--- src/rtl/divider_pkg.sv ---
// Shared definitions for the repeated-subtraction divider controller:
// FSM encodings, datapath widths and the round-robin index wrap helper.
package divider_pkg;

  typedef enum logic [1:0] {
    ST_IDLE    = 2'd0,
    ST_COMPUTE = 2'd1,
    ST_DONE    = 2'd2
  } state_t;

  localparam int DIV_W   = 8;
  localparam int CYC_W   = 16;
  localparam int MAX_REQ = 4;
  localparam logic [DIV_W-1:0] DZ_QUOTIENT = 8'hFF;

  // Wrap base into 0..n-1; base never reaches 2n so one subtraction suffices.
  function automatic logic [1:0] rr_wrap(input logic [2:0] base, input logic [2:0] n);
    logic [2:0] r;
    r = (base >= n) ? base - n : base;
    return r[1:0];
  endfunction

endpackage

--- src/rtl/divider_rr_arb.sv ---
// Combinational round-robin winner select. The scan starts at rr_ptr and
// wraps modulo NREQ; the pointer register itself lives in the caller.
module divider_rr_arb
  import divider_pkg::*;
#(
  parameter int NREQ = 2
) (
  input  logic [NREQ-1:0] req_valid,
  input  logic [1:0]      rr_ptr,
  output logic [NREQ-1:0] grant,
  output logic [1:0]      win_idx,
  output logic            win_any
);

  logic [MAX_REQ-1:0] req_ext;

  assign req_ext = MAX_REQ'(req_valid);

  // First set request at or after rr_ptr wins
  always_comb begin
    logic [1:0] cand;
    cand    = '0;
    win_idx = '0;
    win_any = 1'b0;
    for (int k = 0; k < NREQ; k++) begin
      cand = rr_wrap({1'b0, rr_ptr} + 3'(k), 3'(NREQ));
      if (!win_any && req_ext[cand]) begin
        win_any = 1'b1;
        win_idx = cand;
      end
    end
  end

  // One-hot form of the winning index
  always_comb begin
    grant = '0;
    for (int i = 0; i < NREQ; i++) begin
      grant[i] = win_any && (2'(i) == win_idx);
    end
  end

endmodule

--- src/rtl/divider_sched.sv ---
// Shared controller for the 8-bit repeated-subtraction divider.
// Arbitrates up to four requesters round-robin, runs one compare-and-subtract
// per cycle and returns quotient/remainder to the owning requester.
// Optional macro DIVIDER_SCHED_CYCCNT_EN enables the cyc_count register.
//
// Handshakes: a requester holds req_valid and its operands until it sees the
// one-cycle req_grant pulse, which is also the capture cycle. The result is
// offered with rsp_valid[owner] and held until rsp_ack[owner] is sampled high
// on a clock edge; acks from other requesters or outside DONE are ignored.
module divider_sched
  import divider_pkg::*;
#(
  parameter int NREQ = 2
) (
  input  logic                  ClkPort,
  input  logic                  Reset,
  input  logic [NREQ-1:0]       req_valid,
  input  logic [NREQ*DIV_W-1:0] req_dividend,
  input  logic [NREQ*DIV_W-1:0] req_divisor,
  output logic [NREQ-1:0]       req_grant,
  output logic [NREQ-1:0]       rsp_valid,
  input  logic [NREQ-1:0]       rsp_ack,
  output logic [DIV_W-1:0]      quotient,
  output logic [DIV_W-1:0]      remainder,
  output logic                  div_by_zero,
  output logic                  busy,
  output logic                  Qi,
  output logic                  Qc,
  output logic                  Qd,
  output logic [CYC_W-1:0]      cyc_count
);

  state_t           state, state_nxt;
  logic [DIV_W-1:0] rem_r, div_r, quo_r;
  logic             dz_r;
  logic [1:0]       owner, rr_ptr;
  logic [NREQ-1:0]  arb_grant;
  logic [1:0]       win_idx;
  logic             win_any;
  logic [DIV_W-1:0] sel_dvd, sel_dvs;
  logic [NREQ-1:0]  own_onehot;
  logic             take, div_zero, can_sub, ack_own;

  divider_rr_arb #(.NREQ(NREQ)) u_arb (
    .req_valid (req_valid),
    .rr_ptr    (rr_ptr),
    .grant     (arb_grant),
    .win_idx   (win_idx),
    .win_any   (win_any)
  );

  assign take     = (state == ST_IDLE) && win_any && !Reset;
  assign div_zero = (div_r == '0);
  assign can_sub  = (rem_r >= div_r);

  // Operand mux for the arbitration winner
  always_comb begin
    sel_dvd = '0;
    sel_dvs = '0;
    for (int i = 0; i < NREQ; i++) begin
      if (2'(i) == win_idx) begin
        sel_dvd = req_dividend[i*DIV_W +: DIV_W];
        sel_dvs = req_divisor[i*DIV_W +: DIV_W];
      end
    end
  end

  // One-hot owner and the owner's ack
  always_comb begin
    own_onehot = '0;
    for (int i = 0; i < NREQ; i++) begin
      own_onehot[i] = (2'(i) == owner);
    end
  end

  assign ack_own = |(rsp_ack & own_onehot);

  // FSM state register
  always_ff @(posedge ClkPort) begin
    if (Reset) state <= ST_IDLE;
    else       state <= state_nxt;
  end

  // FSM next-state logic
  always_comb begin
    state_nxt = state;
    case (state)
      ST_IDLE:    if (win_any) state_nxt = ST_COMPUTE;
      ST_COMPUTE: if (div_zero || !can_sub) state_nxt = ST_DONE;
      ST_DONE:    if (ack_own) state_nxt = ST_IDLE;
      default:    state_nxt = ST_IDLE;
    endcase
  end

  // Datapath: capture on grant, one subtraction per COMPUTE cycle
  always_ff @(posedge ClkPort) begin
    if (Reset) begin
      rem_r  <= '0;
      div_r  <= '0;
      quo_r  <= '0;
      dz_r   <= 1'b0;
      owner  <= '0;
      rr_ptr <= '0;
    end else if (take) begin
      rem_r  <= sel_dvd;
      div_r  <= sel_dvs;
      quo_r  <= '0;
      dz_r   <= 1'b0;
      owner  <= win_idx;
      rr_ptr <= (win_idx == 2'(NREQ-1)) ? 2'd0 : win_idx + 2'd1;
    end else if (state == ST_COMPUTE) begin
      if (div_zero) begin
        dz_r <= 1'b1;
      end else if (can_sub) begin
        rem_r <= rem_r - div_r;
        quo_r <= quo_r + 8'd1;
      end
    end
  end

`ifdef DIVIDER_SCHED_CYCCNT_EN
  logic [CYC_W-1:0] cyc_r;

  // Iteration counter: cleared on grant, counts COMPUTE cycles, then holds
  always_ff @(posedge ClkPort) begin
    if (Reset)                    cyc_r <= '0;
    else if (take)                cyc_r <= '0;
    else if (state == ST_COMPUTE) cyc_r <= cyc_r + CYC_W'(1);
  end

  assign cyc_count = cyc_r;
`else
  assign cyc_count = '0;
`endif

  // Remainder register still holds the dividend after a divide-by-zero
  assign req_grant   = take ? arb_grant : '0;
  assign rsp_valid   = (state == ST_DONE) ? own_onehot : '0;
  assign quotient    = dz_r ? DZ_QUOTIENT : quo_r;
  assign remainder   = rem_r;
  assign div_by_zero = dz_r;
  assign busy        = (state != ST_IDLE);
  assign Qi          = (state == ST_IDLE);
  assign Qc          = (state == ST_COMPUTE);
  assign Qd          = (state == ST_DONE);

endmodule

--- config.mk ---
export PLATFORM = sky130hd
export DESIGN_NAME = divider_sched
export DESIGN_NICKNAME = d
export VERILOG_FILES = /design/src/rtl/divider_pkg.sv /design/src/rtl/divider_rr_arb.sv /design/src/rtl/divider_sched.sv
export SDC_FILE = /design/constraint.sdc
export NUM_CORES = 1
export LEC_CHECK = 0
export ABC_AREA = 1
export ABC_CLOCK_PERIOD_IN_PS = 2510
export CAP_MARGIN = 10
export CORE_UTILIZATION = 47
export DETAILED_ROUTE_END_ITERATION = 10
export MAX_ROUTING_LAYER = met4
export PLACE_DENSITY = 0.81
export REMOVE_ABC_BUFFERS = 1
export SLEW_MARGIN = 10
export SYNTH_ARGS = -nofsm -noshare
export SYNTH_HDL_FRONTEND = slang
export SYNTH_HIERARCHICAL = 1
export SYNTH_SLANG_ARGS = --single-unit
--- constraint.sdc ---
create_clock -name ClkPort -period 2.51 [get_ports ClkPort]
set_input_delay 0.3765 -clock ClkPort [delete_from_list [all_inputs] [get_ports ClkPort]]
set_output_delay 0.3765 -clock ClkPort [all_outputs]
set_load 0.005 [all_outputs]
## Word-level counts from Yosys, hierarchy flattened

Index checks and enable logic that the tools add are counted.

- Register bits: 31
- Bits in latches: 0
- Bits in writable memories: 0
- ROM bits: 0
- Output and inout bits: 41
- Memories: 0

- Add/subtract/negate cells: 6
- $mul: 0
- Div/mod/pow operators: 0
- Order comparisons: 5
- Equality and inequality tests: 9
- Shift-type cells: 0
- Mux-type cells: 26
- Bitwise operators: 2
- Reduce and logical (&&, ||, !) cells: 22

Operators with widths:

| operator | count |
|---|---|
| $mux W8 | 9 |
| $mux W2 | 10 |
| $reduce_and A3 Y1 | 3 |
| $add A8 B1 Y8 const B | 1 |
| $ge A8 B8 Y1 | 1 |
| $logic_not A8 Y1 | 1 |
| $sub A8 B8 Y8 | 1 |
| $logic_not A2 Y1 | 3 |
| $lt A2 B3 Y1 const B | 2 |
| $ne A2 B1 Y1 const B | 3 |
| $pmux W2 S3 | 1 |
| $reduce_bool A2 Y1 | 3 |
| $logic_and A1 B1 Y1 | 5 |
| $bmux W1 S2 | 2 |
| $eq A1 B2 Y1 const A | 2 |
| $eq A2 B1 Y1 const B | 2 |
| $mux W1 | 4 |
| $reduce_or A2 Y1 | 2 |
| $sub A2 B2 Y2 const B | 2 |
| $add A2 B1 Y3 const B | 1 |
| $ge A3 B2 Y1 const B | 1 |
| $logic_not A1 Y1 | 3 |
| $add A2 B1 Y2 const B | 1 |
| $and A2 B2 Y2 | 1 |
| other kinds (6) | 6 |

## Longest topological paths before layout

- Depth in word-level cells: 12
- Gate-level depth with buffers: 12
- Mapped depth without buffers: 12

## By module

Netlist, hierarchy kept.

By module, submodules not included:

| module | instances | cells an instance | area an instance (um^2) | seq. area each (um^2) |
|---|---|---|---|---|
| divider_sched | 1 | 357 | 2411.1 | 620.6 |
| divider_rr_arb | 1 | 11 | 56.3 | 0.0 |

## Worst setup path after synthesis

OpenSTA, ideal clock, no wires.

- Path kind: reg-to-reg
- From: register rem_r[0] (netlist: remainder[0])
- To: register state[1]
- Setup time: 112 ps
- Arrival time: 1692 ps
- Path slack: 706 ps
- Cell stages (with the launch flop): 13
- Period minus slack after synthesis: 1804 ps
- Cells stage by stage: dfxtp_1 inv_1 ha_1 fa_1 inv_1 nand2_1 nand2_2 nand2_2 nand3_4 nand2_8 buf_12 a21oi_2 nor2_1

- Longest elaborated chain between the ends: 5

Ends and longest elaborated chain:

| what | line | text |
|---|---|---|
| start, declared | divider_sched.sv:34 | `logic [DIV_W-1:0] rem_r, div_r, quo_r;` |
| start signal, assigned | divider_sched.sv:105 | `rem_r <= sel_dvd;` |
| start signal, assigned | divider_sched.sv:115 | `rem_r <= rem_r - div_r;` |
| $ge A8 B8 Y1 | divider_sched.sv:54 | `assign can_sub = (rem_r >= div_r);` |
| $logic_not A1 Y1 | divider_sched.sv:89 | `ST_COMPUTE: if (div_zero \|\| !can_sub) state_nxt = ST_DONE;` |
| $logic_or A1 B1 Y1 | divider_sched.sv:89 |  |
| $ne A2 B1 Y1 (no source line) | - |  |
| $reduce_and A3 Y1 (no source line) | - |  |
| end signal, assigned | divider_sched.sv:81 | `else state <= state_nxt;` |
| end, declared | divider_sched.sv:33 | `state_t state, state_nxt;` |

Every way passes these cells.
A chain may end at the register's enable or synchronous reset.

## Worst setup path after layout

- From: input port req_valid[0]
- To: output port req_grant[0]

- Longest elaborated chain between the ends: 9
- Elaborated cells on any way between the ends: 15
- Those cells by class: 9 x mux; 6 x reduce/logical

Ends and longest elaborated chain:

| what | line | text |
|---|---|---|
| start, declared | divider_sched.sv:17 | `input logic [NREQ-1:0] req_valid,` |
| $bmux W1 S2 | divider_rr_arb.sv:27 | `if (!win_any && req_ext[cand]) begin` |
| $mux W1 (not written as such) | divider_rr_arb.sv:27 |  |
| $mux W1 | divider_rr_arb.sv:27 |  |
| $logic_not A1 Y1 | divider_rr_arb.sv:27 |  |
| $logic_and A1 B1 Y1 | divider_rr_arb.sv:27 |  |
| $mux W1 * | divider_rr_arb.sv:27 |  |
| net win_any | divider_sched.sv:39 | `logic win_any;` |
| $logic_and A1 B1 Y1 (2 in a row) | divider_sched.sv:52 | `assign take = (state == ST_IDLE) && win_any && !Reset;` |
| $mux W2 * | divider_sched.sv:137 | `assign req_grant = take ? arb_grant : '0;` |
| end, declared | divider_sched.sv:20 | `output logic [NREQ-1:0] req_grant,` |

The timed path passes the listed nets; every way through them passes the cells marked *. The select of a mux whose other input is x is not followed.

==> run summary <==
Maximum vdd drop -> 0.475 mV
Vertical die dimension -> 74.5 µm
Area added between synthesis and finish -> 28.6%
Clk_lat worst skew -> 0.28 ns
Delay of the slowest cell on the worst path -> 0.53 ns
Post-synth EDFFs -> 0
Antenna Diode Count -> 0
Final Hold Violating Endpoints -> 0
Sum of negative setup slack -> 0 ns
Remaining global-route overflow -> 0
Detail Placement HPWL -> 4250 µm
R2R setup slack -> 0.50 ns
Worst slack after detailed placement -> 0.191 ns
Multi-input combinational cell area -> 1500 µm²
Number of instances in the synthesized netlist -> 368
Cell chain of the critical path -> clkdlybuf4s50_1 -> nand2_1 -> nand3_1 -> nand2_4 -> nor2_8 -> inv_4 -> nor2_1 -> clkdlybuf4s50_1
Area fraction of the dominant cell type after synthesis -> 25.2%
Number of storage elements in the synthesis netlist -> 31
Number of global-route vias before repair -> 2192
Worst path setup slack after routing -> 0.185 ns
Buf/Inv on CP -> 3
Slew Limit Fails -> 0
Routed wire length -> 5640 µm
Inserted Clock Buffers -> 5
Clock-pin slew of the registers on the worst-case setup and hold paths -> 0.07 ns
Startpoint kind of the worst setup timing path -> primary input
Pin count of the biggest net entering global routing -> 34
Quantity of I/O buffers inserted on ports -> 62
Final Skew -> 0.00464 ns
Cell area power density -> 1040 nW/µm²
Leakage power of the design -> 0.00149 µW
Instance count along the most critical hold path -> 1
Main area contributors after synthesis -> sky130_fd_sc_hd__dfxtp_1, sky130_fd_sc_hd__nand2_1, sky130_fd_sc_hd__nand3_1
Fraction of the yosys area taken by sequential cells -> 25.2%
Number of warnings issued by yosys -> 6
Routability-driven placement congestion ratio -> 0.880
CP most frequent cell -> sky130_fd_sc_hd__clkdlybuf4s50_1
Count of max-cap constraint violations -> 0
CTS Hold Bufs -> 0
Cells resized by post-CTS repair -> 0
TritonCTS Sinks -> 31
1st-iter DRT viols -> 136
Post CTS Setup Buffer Count -> 0
Largest fanout on the critical path -> 4
Die width -> 74.5 µm
Fill cells -> 485
Nature of the critical path endpoint -> output port
Die ar. -> 5540 µm²
Top Ports -> 79
TritonCTS clock tree -> built
Count of H-tree levels built during CTS -> 2
Synth area leader -> sky130_fd_sc_hd__dfxtp_1
Destination of the worst hold path -> rr_ptr[1]$_SDFFE_PP0P_
First-pass GRT wire length -> 9320 µm
Vias -> 2427
Maximum clock path buffer count -> 2
Synthesized area per cell -> 6.70 µm²
Beginning of the worst hold path -> rr_ptr[1]$_SDFFE_PP0P_
Total routing resource utilization after global routing -> 22.3%
Total standard cell area after synthesis -> 2470 µm²
Number of cells on the worst reg-to-reg path -> 12
Asr flop ratio synth -> 0%
Capture point of the worst reg-to-reg path -> quo_r[2]$_SDFFE_PP0P_
Ratio of routed vias to standard cells -> 4.85
Gate family responsible for the most delay along the worst path -> buffers and inverters
Setup repair after global routing missed its margin -> false
Initial antenna violation count -> 0
Final period util -> 92.6%
Data required time of the worst path -> 2.13 ns
Initial DRT Pass Iterations -> 5
Prevailing post-synth register cell -> sky130_fd_sc_hd__dfxtp_1
Net count of the finished layout -> 477
Fmax -> 430 MHz
Root buffer cell -> sky130_fd_sc_hd__clkbuf_8
Setup CP Type -> in -> out
Sequential cell area -> 621 µm²
Placeable core area -> 5070 µm²
Antenna Nets Post-Route -> 0
Run status -> finished clean
Critical register-to-register path startpoint -> remainder[0]$_SDFFE_PP0P_
Final period demand of the worst path -> 2.33 ns
Final setup violation count -> 0
Top post-synthesis cells by count -> sky130_fd_sc_hd__nand2_1, sky130_fd_sc_hd__nand3_1, sky130_fd_sc_hd__inv_1
Average detailed-routed wire length per instance -> 11.3 µm
Class of the tightest hold or removal check -> reg -> reg
Data arrival, critical path -> 1.95 ns
DRC Markers -> 0
Number of standard-cell rows in the floorplan -> 26
Post-synth cell types -> 38
Initial core utilization -> 48.6%
Worst-path cell with the longest stage delay -> sky130_fd_sc_hd__clkdlybuf4s50_1
Cell with the most instances after synthesis -> sky130_fd_sc_hd__nand2_1
Proportion of layout cells with a drive suffix above 1 -> 13.3%
[state kept, by name, summed over array words and instances, names as in the netlist]
register and flops:
div_by_zero 1, div_r 8, owner 2, remainder 8
state 2, quo_r 8, rr_ptr 2
[cell families after synthesis]
logic type               after synthesis  share of synthesized area (%)
AO/OA/AOI/OAI                         35                           9.69
adder cells (fa/ha/maj)               10                           5.38
XOR/XNOR                               9                           3.19
other                                  2                          0.304
flip-flops                            31                           25.2
AND/OR/NAND/NOR                      203                           39.9
buffers and inverters                 78                           16.4
[where the power goes]
| part | internal [µW] | switching (µW) | leakage (µW) |
|---|---|---|---|
| logic | 867 | 1210 | 0.00117 |
| clock network | 321 | 194 | 0.0000612 |
| registers | 608 | 95.9 | 0.000254 |
[metal layers]
layer | vias up | GRT usage (%) | routed length (µm)
li1 | 1248 | - | -
met1 | 1086 | 24.5 | 2350
met2 | 85 | 40.2 | 2930
met3 | 8 | 4.47 | 291
met4 | 0 | 7.13 | 70
met5 | - | - | 0
[how the worst max path moves through the flow]
stage,endpoint,slack (ns),cells after the start,from
6_report,req_grant[0],0.18,8,req_valid[0]
3_5_place_dp,req_grant[1],0.19,8,req_valid[0]
4_1_cts,req_grant[1],0.19,8,req_valid[0]
3_3_place_gp,req_grant[1],0.22,8,req_valid[0]
5_1_grt,req_grant[1],0.10,8,req_valid[0]
2_1_floorplan,remainder[2]$_SDFFE_PP0P_,0.23,9,req_valid[1]
[per-stage QoR]
| stage | instance area [µm²] | power (µW) | utilization, % | instances | hold slack [ns] |
|---|---|---|---|---|---|
| after floorplan | 2310 | 2150 | - | 355 | 0.428 |
| after global placement | 3060 | 2710 | 60.2 | 492 | 0.442 |
| after detailed placement | 3060 | 2760 | 60.2 | 492 | 0.459 |
| after CTS | 3170 | 3290 | 62.5 | 500 | 0.475 |
| after global routing | 3170 | 3580 | 62.5 | 500 | 0.497 |
| final | 3170 | 3300 | 62.5 | 500 | 0.473 |
[cells in the final DEF, fill, tap and decap left out, types with 2 or more instances in the layout]
cell | netlist | routed
sky130_fd_sc_hd__a21oi_1 | 6 | 6
sky130_fd_sc_hd__a21oi_2 | 10 | 10
sky130_fd_sc_hd__buf_4 | 19 | 5
sky130_fd_sc_hd__clkbuf_8 | 0 | 6
sky130_fd_sc_hd__clkdlybuf4s50_1 | 0 | 62
sky130_fd_sc_hd__conb_1 | 2 | 17
sky130_fd_sc_hd__dfxtp_1 | 31 | 31
sky130_fd_sc_hd__ha_1 | 9 | 9
sky130_fd_sc_hd__inv_1 | 42 | 42
sky130_fd_sc_hd__inv_2 | 6 | 6
sky130_fd_sc_hd__nand2_1 | 95 | 95
sky130_fd_sc_hd__nand2_2 | 13 | 13
sky130_fd_sc_hd__nand3_1 | 45 | 45
sky130_fd_sc_hd__nand3b_1 | 6 | 6
sky130_fd_sc_hd__nand4_1 | 2 | 2
sky130_fd_sc_hd__nor2_1 | 27 | 27
sky130_fd_sc_hd__nor2_4 | 3 | 3
sky130_fd_sc_hd__nor2_8 | 2 | 2
sky130_fd_sc_hd__nor3_1 | 3 | 3
sky130_fd_sc_hd__o21ai_0 | 11 | 11
sky130_fd_sc_hd__o21ai_1 | 2 | 2
sky130_fd_sc_hd__or2_2 | 3 | 3
sky130_fd_sc_hd__xor2_1 | 9 | 9
[area by class of cell]
cell class                 instances  area share [%]
multi-input combinational        274            47.2
sequential                        31            19.6
clock buffer                       6            2.60
tap                               70            2.76
timing repair buffer              67            20.7
clock inverter                     2            1.10
inverter                          50            5.99
Note: power is estimated with default switching activity, not from simulation.
